**src/rtl/mem_arbiter_pkg.sv**
```systemverilog
// Shared types and helpers for the parametrised CPU/slave memory arbiter.
package mem_arbiter_pkg;

  typedef enum logic [1:0] {
    I_REQ = 2'd0,
    D_REQ = 2'd1,
    DONE  = 2'd2
  } state_t;

  // Width of a counter that must hold values 0..timeout.
  function automatic int unsigned timeout_cnt_w(input int unsigned timeout);
    return $clog2(timeout + 1);
  endfunction

endpackage

```
**src/rtl/mem_arbiter_addr_decode_n.sv**
```systemverilog
// Combinational base/mask address decoder: lowest matching slave window wins.
module addr_decode_n
  import mem_arbiter_pkg::*;
#(
  parameter int unsigned                        NUM_SLAVES = 4,
  parameter int unsigned                        ADDR_W     = 32,
  parameter logic [NUM_SLAVES*ADDR_W-1:0]       SLAVE_BASE = '0,
  parameter logic [NUM_SLAVES*ADDR_W-1:0]       SLAVE_MASK = '0
) (
  input  logic [ADDR_W-1:0]     addr,
  output logic [NUM_SLAVES-1:0] sel,
  output logic                  hit
);

  always_comb begin
    sel = '0;
    hit = 1'b0;
    for (int unsigned k = 0; k < NUM_SLAVES; k++) begin
      if (!hit && ((addr & SLAVE_MASK[k*ADDR_W +: ADDR_W]) == SLAVE_BASE[k*ADDR_W +: ADDR_W])) begin
        sel[k] = 1'b1;
        hit    = 1'b1;
      end
    end
  end

endmodule

```
**src/rtl/mem_arbiter_n.sv**
```systemverilog
// Serialises one instruction fetch plus an optional data access per CPU cycle
// onto a shared req/ack slave bus, with unmapped/timeout error capture.
module mem_arbiter_n
  import mem_arbiter_pkg::*;
#(
  parameter int unsigned                  NUM_SLAVES = 4,
  parameter int unsigned                  ADDR_W     = 32,
  parameter int unsigned                  DATA_W     = 32,
  parameter logic [NUM_SLAVES*ADDR_W-1:0] SLAVE_BASE = '0,
  parameter logic [NUM_SLAVES*ADDR_W-1:0] SLAVE_MASK = '0,
  parameter int unsigned                  TIMEOUT    = 255
) (
  input  logic                         clk,
  input  logic                         rst,
  input  logic [ADDR_W-1:0]            i_addr,
  output logic [DATA_W-1:0]            i_rdata,
  input  logic [ADDR_W-1:0]            d_addr,
  input  logic [DATA_W-1:0]            d_wdata,
  input  logic                         d_we,
  input  logic                         d_re,
  output logic [DATA_W-1:0]            d_rdata,
  output logic                         cpu_stall,
  output logic [NUM_SLAVES-1:0]        s_req,
  output logic                         s_we,
  output logic [ADDR_W-1:0]            s_addr,
  output logic [DATA_W-1:0]            s_wdata,
  input  logic [NUM_SLAVES*DATA_W-1:0] s_rdata,
  input  logic [NUM_SLAVES-1:0]        s_ack,
  output logic                         bus_err,
  output logic [ADDR_W-1:0]            err_addr
);

  localparam int unsigned      CNT_W  = timeout_cnt_w(TIMEOUT);
  localparam logic [CNT_W-1:0] T_LAST = CNT_W'(TIMEOUT - 1);

  state_t               state, next_state;
  logic                 armed, cur_hit;
  logic [CNT_W-1:0]     tcnt;
  logic                 launch, launch_d, finish;
  logic                 ack_sel, timed_out;
  logic [ADDR_W-1:0]    dec_addr;
  logic [NUM_SLAVES-1:0] dec_sel;
  logic                 dec_hit;
  logic [DATA_W-1:0]    rdata_sel;

  // s_req must be valid on the entry edge, so the decoder sees the address of
  // the access about to start: d_addr when leaving a completed fetch, else i_addr.
  assign launch_d = (state == I_REQ) && armed;
  assign dec_addr = launch_d ? d_addr : i_addr;

  addr_decode_n #(
    .NUM_SLAVES (NUM_SLAVES),
    .ADDR_W     (ADDR_W),
    .SLAVE_BASE (SLAVE_BASE),
    .SLAVE_MASK (SLAVE_MASK)
  ) u_decode (
    .addr (dec_addr),
    .sel  (dec_sel),
    .hit  (dec_hit)
  );

  always_comb begin
    rdata_sel = '0;
    for (int unsigned k = 0; k < NUM_SLAVES; k++) begin
      if (s_req[k]) rdata_sel = rdata_sel | s_rdata[k*DATA_W +: DATA_W];
    end
  end

  // s_req is zero after an abort or reset, which masks late and stray acks.
  assign ack_sel   = |(s_ack & s_req);
  assign timed_out = cur_hit && !ack_sel && (tcnt == T_LAST);
  assign finish    = armed && (state != DONE) && (!cur_hit || ack_sel || timed_out);

  always_comb begin
    next_state = state;
    launch     = 1'b0;
    case (state)
      I_REQ: begin
        if (!armed) begin
          launch = 1'b1;
        end else if (finish) begin
          if (d_we || d_re) begin
            next_state = D_REQ;
            launch     = 1'b1;
          end else begin
            next_state = DONE;
          end
        end
      end
      D_REQ: begin
        if (finish) next_state = DONE;
      end
      DONE: begin
        next_state = I_REQ;
        launch     = 1'b1;
      end
      default: next_state = I_REQ;
    endcase
  end

  always_ff @(posedge clk) begin
    if (rst) state <= I_REQ;
    else     state <= next_state;
  end

  always_ff @(posedge clk) begin
    if (rst) begin
      cpu_stall <= 1'b1;
      s_req     <= '0;
      s_we      <= 1'b0;
      s_addr    <= '0;
      s_wdata   <= '0;
      i_rdata   <= '0;
      d_rdata   <= '0;
      bus_err   <= 1'b0;
      err_addr  <= '0;
      tcnt      <= '0;
      armed     <= 1'b0;
      cur_hit   <= 1'b0;
    end else begin
      cpu_stall <= (next_state != DONE);

      if (finish) begin
        if (state == I_REQ) i_rdata <= ack_sel ? rdata_sel : '0;
        else if (!d_we)     d_rdata <= ack_sel ? rdata_sel : '0;
        if (!cur_hit || timed_out) begin
          bus_err <= 1'b1;
          if (!bus_err) err_addr <= s_addr;
        end
      end

      if (launch) begin
        s_req   <= dec_hit ? dec_sel : '0;
        s_addr  <= dec_addr;
        s_we    <= launch_d && d_we;
        if (launch_d) s_wdata <= d_wdata;
        cur_hit <= dec_hit;
        armed   <= 1'b1;
        tcnt    <= '0;
      end else if (finish) begin
        s_req <= '0;
        s_we  <= 1'b0;
      end else if (|s_req) begin
        tcnt <= tcnt + CNT_W'(1);
      end
    end
  end

endmodule

```
**config.mk**
```make
export PLATFORM = sky130hd
export DESIGN_NAME = mem_arbiter_n
export DESIGN_NICKNAME = d
export VERILOG_FILES = /design/src/rtl/mem_arbiter_pkg.sv /design/src/rtl/mem_arbiter_addr_decode_n.sv /design/src/rtl/mem_arbiter_n.sv
export SDC_FILE = /design/constraint.sdc
export NUM_CORES = 1
export LEC_CHECK = 0
export CAP_MARGIN = 40
export CORE_AREA = 2 2 157 159
export CTS_CLUSTER_DIAMETER = 40
export DETAILED_ROUTE_END_ITERATION = 7
export DIE_AREA = 0 0 159 161
export PLACE_DENSITY = 0.68
export RECOVER_POWER = 100
export SLEW_MARGIN = 0
export SYNTH_ARGS = -nofsm -noshare
export SYNTH_HDL_FRONTEND = slang
export SYNTH_SLANG_ARGS = --single-unit
```
**constraint.sdc**
```tcl
create_clock -name clk -period 2.3 [get_ports clk]
set_clock_uncertainty 0.2 [all_clocks]
set_input_delay 0.345 -clock clk [delete_from_list [all_inputs] [get_ports clk]]
set_output_delay 0.345 -clock clk [all_outputs]
set_load 0.01 [all_outputs]
```
# == After elaboration in Yosys (flattened, before gate mapping) ==
# Index checks and enable logic that the tools add are counted.
# op_classes
add_sub_neg,1
reduce_logical,22
eq_ne,5
bitwise_logic,5
mux,16
# op_table
cell,count
32-bit two-way mux,3
"8-bit by 1-bit adder with 8-bit output, second input constant",1
"8-bit == test, second input constant",1
2-bit two-way mux,4
2-bit AND reduction,4
1-bit two-way mux,7
1-bit logical AND,6
3-bit AND reduction,2
4-bit by 1-bit bitwise AND with 4-bit output,1
1-bit logical OR,4
"2-bit != test, second input constant",2
1-bit NOT,4
2-bit case mux with 2 select lines,1
4-bit OR reduction,1
"2-bit by 1-bit == test with 1-bit output, second input constant",1
"2-bit == test, second input constant",1
1-bit logical NOT,2
2-bit logical NOT,1
1-bit case mux with 2 select lines,1
2-bit nonzero test,1
2-bit OR reduction,1
# word_totals
inputBits,232
reg_bits,175

# == Longest topological paths before layout ==
# depth
word_depth,11
depth_mapped,9
mapped_depth_nobuf,6

# == By module ==
# Synthesis repeated with hierarchy kept, for this count alone.
# unflattened
cells_unflattened,859
area_unflattened_um2,7629.8
# by_module_without_submodules
mod,instances,cells_per_inst,area_per_inst_um2
mem_arbiter_n,1,852,7584.8
addr_decode_n,1,7,45.0

# == Worst setup path before layout ==
# No wires, ideal clock.
# synth_timing
kind,flip-flop to flip-flop
start,reg tcnt[0]
end,reg tcnt[6]
path_slack_ns,0.285
path_stages_with_launch,8
arrival_ns,1.749
synth_period_minus_slack_ns,2.015
setup_time_ns,0.066
t_required_ns,2.034
n_path_buf,1
cell_sequence,dfxtp_1 > inv_1 > ha_1 > and3_1 > clkbuf_1 > or4_1 > a21o_1 > a21oi_2
# synth_via
elab_chain_cells,8
elab_cells_between_ends,11
# synth_lines
item,line,source
from (decl),mem_arbiter_n.sv:38,logic [CNT_W-1:0] tcnt;
from (signal assigned),mem_arbiter_n.sv:144,tcnt <= tcnt + CNT_W'(1);
8-bit == test,mem_arbiter_n.sv:71,assign timed_out = cur_hit && !ack_sel && (tcnt == T_LAST);
1-bit logical AND,mem_arbiter_n.sv:71,
1-bit logical OR,mem_arbiter_n.sv:72,assign finish = armed && (state != DONE) && (!cur_hit || ack_sel || timed_out);
1-bit logical AND,mem_arbiter_n.sv:72,
1-bit two-way mux,mem_arbiter_n.sv:81,end else if (finish) begin
1-bit two-way mux,mem_arbiter_n.sv:79,if (!armed) begin
1-bit case mux with 2 select lines,mem_arbiter_n.sv:77,case (state)
2-bit OR reduction (no source line),n/a,
# Parallel ways exist; a longest one is shown, timed or not.
# A chain may end at the register's enable or synchronous reset.

# == Final worst setup path ==
# layout_timing
start,reg bus_err
end,out bus_err
# layout_lines
item,line,source
from (decl),mem_arbiter_n.sv:29,"output logic bus_err,"
from (signal assigned),mem_arbiter_n.sv:115,bus_err <= 1'b0;
from (signal assigned),mem_arbiter_n.sv:127,bus_err <= 1'b1;
# No word-level cell between the ends.

==> results.md <==
### Run status
* **result of the run** completed

### Setup path
* **worst reg2reg endpoint** s_addr[12]
* **worst r2r path cells** 7
* **kind of start point of the critical path** flop
* **worst-path cell with the longest stage delay** sky130_fd_sc_hd__dlygate4sd3_1
* **start of the worst register-to-register path** tcnt[0]
* **maximum fanout along the worst path** 12
* **flop-to-flop setup slack** 0.20 ns
* **critical path class** flop to output port
* **Critical Path RT** 1.75 ns
* **Arrival @ worst endpoint** 1.60 ns
* **Critical Path Sink Type** output port
* **cell breakdown of the critical path** buf_4 > dlygate4sd3_1
* **peak per-stage delay on the critical path** 0.63 ns

### Clock tree
* **Worst-path clk slew** 0.07 ns
* **Setup Fix Bufs, Post-CTS** 0
* **worst-case clock buffer depth** 2
* **cell at the root of the clock tree** sky130_fd_sc_hd__clkbuf_16
* **number of cells upsized or downsized after cts** 0
* **clock tree sinks** 175
* **number of CTS-inserted buffers** 17
* **TritonCTS clock tree** built
* **later-pin clock latency in the skew report** 0.42 ns
* **H-Tree Depth** 4
* **number of hold buffers added after cts** 0

### Global routing
* **initial antenna violation count** 0
* **total global routing track utilization** 20.5%
* **overall overflow remaining after global route** 0
* **vias in the first global route** 7758
* **first-pass GRT wire length** 43100 um
* **pin count of the biggest net entering global routing** 86

### STA
* **final count of pins violating max slew** 0
* **RSZ-0062 raised after global routing** false
* **maximum clock frequency** 465 MHz
* **number of failing setup endpoints in the final timing report** 0
* **worst slew margin relative to its limit** 32.4%
* **final hold viol count** 0
* **setup tns final** 0 ns
* **final period utilization** 93.4%
* **slew at the pin with the worst max-slew slack** 1.01 ns
* **post-route minimum period** 2.15 ns

### Pwr
* **Leak Pwr** 0.00433 uW
* **cell area power density** 622 nW/um^2
* **maximum vdd ir drop** 0.000407 V
* **total power of the final layout** 7330 uW

### Min path
* **path category of the worst min-delay check** input pin to flop
* **end point of the most critical hold path** d_rdata[20]
* **hold-critical path depth** 2
* **source of the worst hold timing path** rst

### Synth
* **ys flop type** sky130_fd_sc_hd__dfxtp_1
* **main area contributors after synthesis** sky130_fd_sc_hd__dfxtp_1 45%, sky130_fd_sc_hd__a21oi_1 11%, sky130_fd_sc_hd__o31ai_1 9.2%
* **#FFs+latches synth** 175
* **Yosys top cell area share** 44.6%
* **share of synthesized area occupied by flip-flops and latches** 44.6%
* **Gate Count Post-Synth** 897
* **Distinct cells, synth** 43
* **cell taking the most area after synthesis** sky130_fd_sc_hd__dfxtp_1
* **total number of yosys warnings** 0
* **Post-Synthesis Mean Instance Area** 8.76 um^2
* **netlist area before placement** 7850 um^2
* **share of synthesized registers carrying an async set or reset** 0%
* **Post-synth EDFFs** 0

### Routing
* **Iter 0 DRT Violations** 767
* **Post-DRT Antenna Nets** 0
* **Vias** 8013
* **DRT Wirelength** 27100 um
* **number of DRC violations after detailed routing** 0
* **routed via count divided by cell count** 5.43
* **Pre-Repair DR Iteration Count** 5
* **mean routed wirelength per cell** 18.3 um

### Job
* **Maximum Capacitance Violations** 0

### Die
* **# rows** 57
* **Die H** 161 um
* **number of top-level design ports** 399
* **horizontal die dimension** 159 um
* **DIE AREA** 25600 um^2
* **initial cell density of the core** 32.8%
* **core area** 24000 um^2

### Finish
* **number of antenna cells inserted** 0
* **Multi-input gate area** 3830 um^2
* **layout cell share with drive strength beyond 1** 6.94%
* **area taken by flip-flops and latches** 3500 um^2
* **fill count** 2316
* **area delta synth->final** 50.0%
* **Design Area, Final** 11800 um^2
* **# nets final** 1374

### Place
* **final weighted congestion in routability-driven placement** 0.857
* **Final HPWL DP** 18100 um
* **Placed Area** 11200 um^2
* **number of port buffers** 296

[layer usage]
layer  routed length [um]  GRT usage, %
met3                 2320          7.65
met4                  361          4.92
met5                    0             0
met2                12500          33.2
met1                11900          25.9
[metrics by stage]
stage	hold WS [ns]	util, %	cells	setup slack (ns)
after floorplan	0.238	-	899	0.285
after global placement	0.253	46.6	1444	0.108
after detailed placement	0.259	46.7	1445	0.0788
after CTS	0.153	49.2	1476	0.121
after global routing	0.185	49.2	1476	0.0639
final	0.175	49.2	1476	0.151
[state kept, by name (all words and copies together), names as in the netlist]
| name | flops |
|---|---|
| cur_hit | 1 |
| state | 2 |
| s_wdata | 32 |
| bus_err | 1 |
| s_req | 1 |
| cpu_stall | 1 |
| tcnt | 8 |
| s_addr | 32 |
| s_we | 1 |
| i_rdata | 32 |
| d_rdata | 32 |
| err_addr | 32 |
[worst max-delay path, delay by kind of cell, from the launching register on]
family / cells / cell delay (ns)
buffers and inverters: 2 / 0.83
flip-flops: 1 / 0.35
[cells in the final DEF, fill, tap and decap left out, types with 3 or more instances in the layout]
master	count
sky130_fd_sc_hd__a211o_1	5
sky130_fd_sc_hd__a211oi_1	35
sky130_fd_sc_hd__a21oi_1	171
sky130_fd_sc_hd__a31oi_1	3
sky130_fd_sc_hd__and3_1	3
sky130_fd_sc_hd__buf_12	12
sky130_fd_sc_hd__buf_4	23
sky130_fd_sc_hd__bufinv_16	3
sky130_fd_sc_hd__clkbuf_16	17
sky130_fd_sc_hd__clkdlybuf4s50_1	132
sky130_fd_sc_hd__clkinv_2	3
sky130_fd_sc_hd__conb_1	3
sky130_fd_sc_hd__dfxtp_1	175
sky130_fd_sc_hd__dlygate4sd3_1	163
sky130_fd_sc_hd__inv_1	7
sky130_fd_sc_hd__inv_6	4
sky130_fd_sc_hd__mux2i_1	33
sky130_fd_sc_hd__nand2_1	8
sky130_fd_sc_hd__nand2b_1	70
sky130_fd_sc_hd__nand3_1	38
sky130_fd_sc_hd__nand4_1	69
sky130_fd_sc_hd__nor2_1	4
sky130_fd_sc_hd__nor2_2	3
sky130_fd_sc_hd__o21ai_0	34
sky130_fd_sc_hd__o31ai_1	96
[synth_stat cells, types with 3 or more instances]
| master | n |
|---|---|
| sky130_fd_sc_hd__o21ai_0 | 31 |
| sky130_fd_sc_hd__a211oi_1 | 35 |
| sky130_fd_sc_hd__buf_4 | 8 |
| sky130_fd_sc_hd__nor2b_1 | 4 |
| sky130_fd_sc_hd__inv_1 | 7 |
| sky130_fd_sc_hd__o21ai_1 | 5 |
| sky130_fd_sc_hd__nand2b_1 | 70 |
| sky130_fd_sc_hd__dfxtp_1 | 175 |
| sky130_fd_sc_hd__o31ai_1 | 96 |
| sky130_fd_sc_hd__nand2_1 | 8 |
| sky130_fd_sc_hd__clkbuf_1 | 76 |
| sky130_fd_sc_hd__mux2i_1 | 33 |
| sky130_fd_sc_hd__nor2_1 | 7 |
| sky130_fd_sc_hd__and3_1 | 4 |
| sky130_fd_sc_hd__a211o_1 | 5 |
| sky130_fd_sc_hd__a21oi_1 | 171 |
| sky130_fd_sc_hd__buf_2 | 19 |
| sky130_fd_sc_hd__nand4_1 | 68 |
| sky130_fd_sc_hd__a31oi_1 | 3 |
| sky130_fd_sc_hd__buf_6 | 6 |
| sky130_fd_sc_hd__nand3_1 | 38 |
[where the power goes]
part	leakage (uW)	internal, uW	total [uW]	switching [uW]
sequential	0.00142	3120	3190	71.5
combinational	0.00261	523	1070	549
clock	0.000298	1730	3060	1330
[worst max path at each step]
stage                        start          to  slack (ns)  depth (start not counted)
after global placement    s_ack[0]  s_addr[12]        0.11                          6
after detailed placement      d_we   cpu_stall        0.08                          5
after global routing       tcnt[2]   s_addr[5]        0.06                          5
after CTS                 s_req[0]    s_req[0]        0.12                          1
after floorplan            tcnt[0]     tcnt[6]        0.28                          7
final                      bus_err     bus_err        0.15                          2
[logic make-up (layout without fill, tap and decap cells)]
kind of cell	count (synthesis)	after routing	share of synthesized area (%)
compound gates	360	360	28.3
fa+ha+maj	2	2	0.319
buf+inv	120	373	6.99
flops	175	175	44.6
mux	33	33	4.21
other cells	1	3	0.0477
simple gates	206	206	15.6
[layout make-up]
| class | count | share of cell area, % |
|---|---|---|
| multi-input cells | 604 | 32.5 |
| flip-flops and latches | 175 | 29.7 |
| repair buffers | 333 | 28.9 |
| clock buffers | 17 | 3.61 |
| well taps | 324 | 3.44 |
| clock inverters | 14 | 1.52 |
| inverters | 9 | 0.287 |
Note: power is estimated with default switching activity, not from simulation.
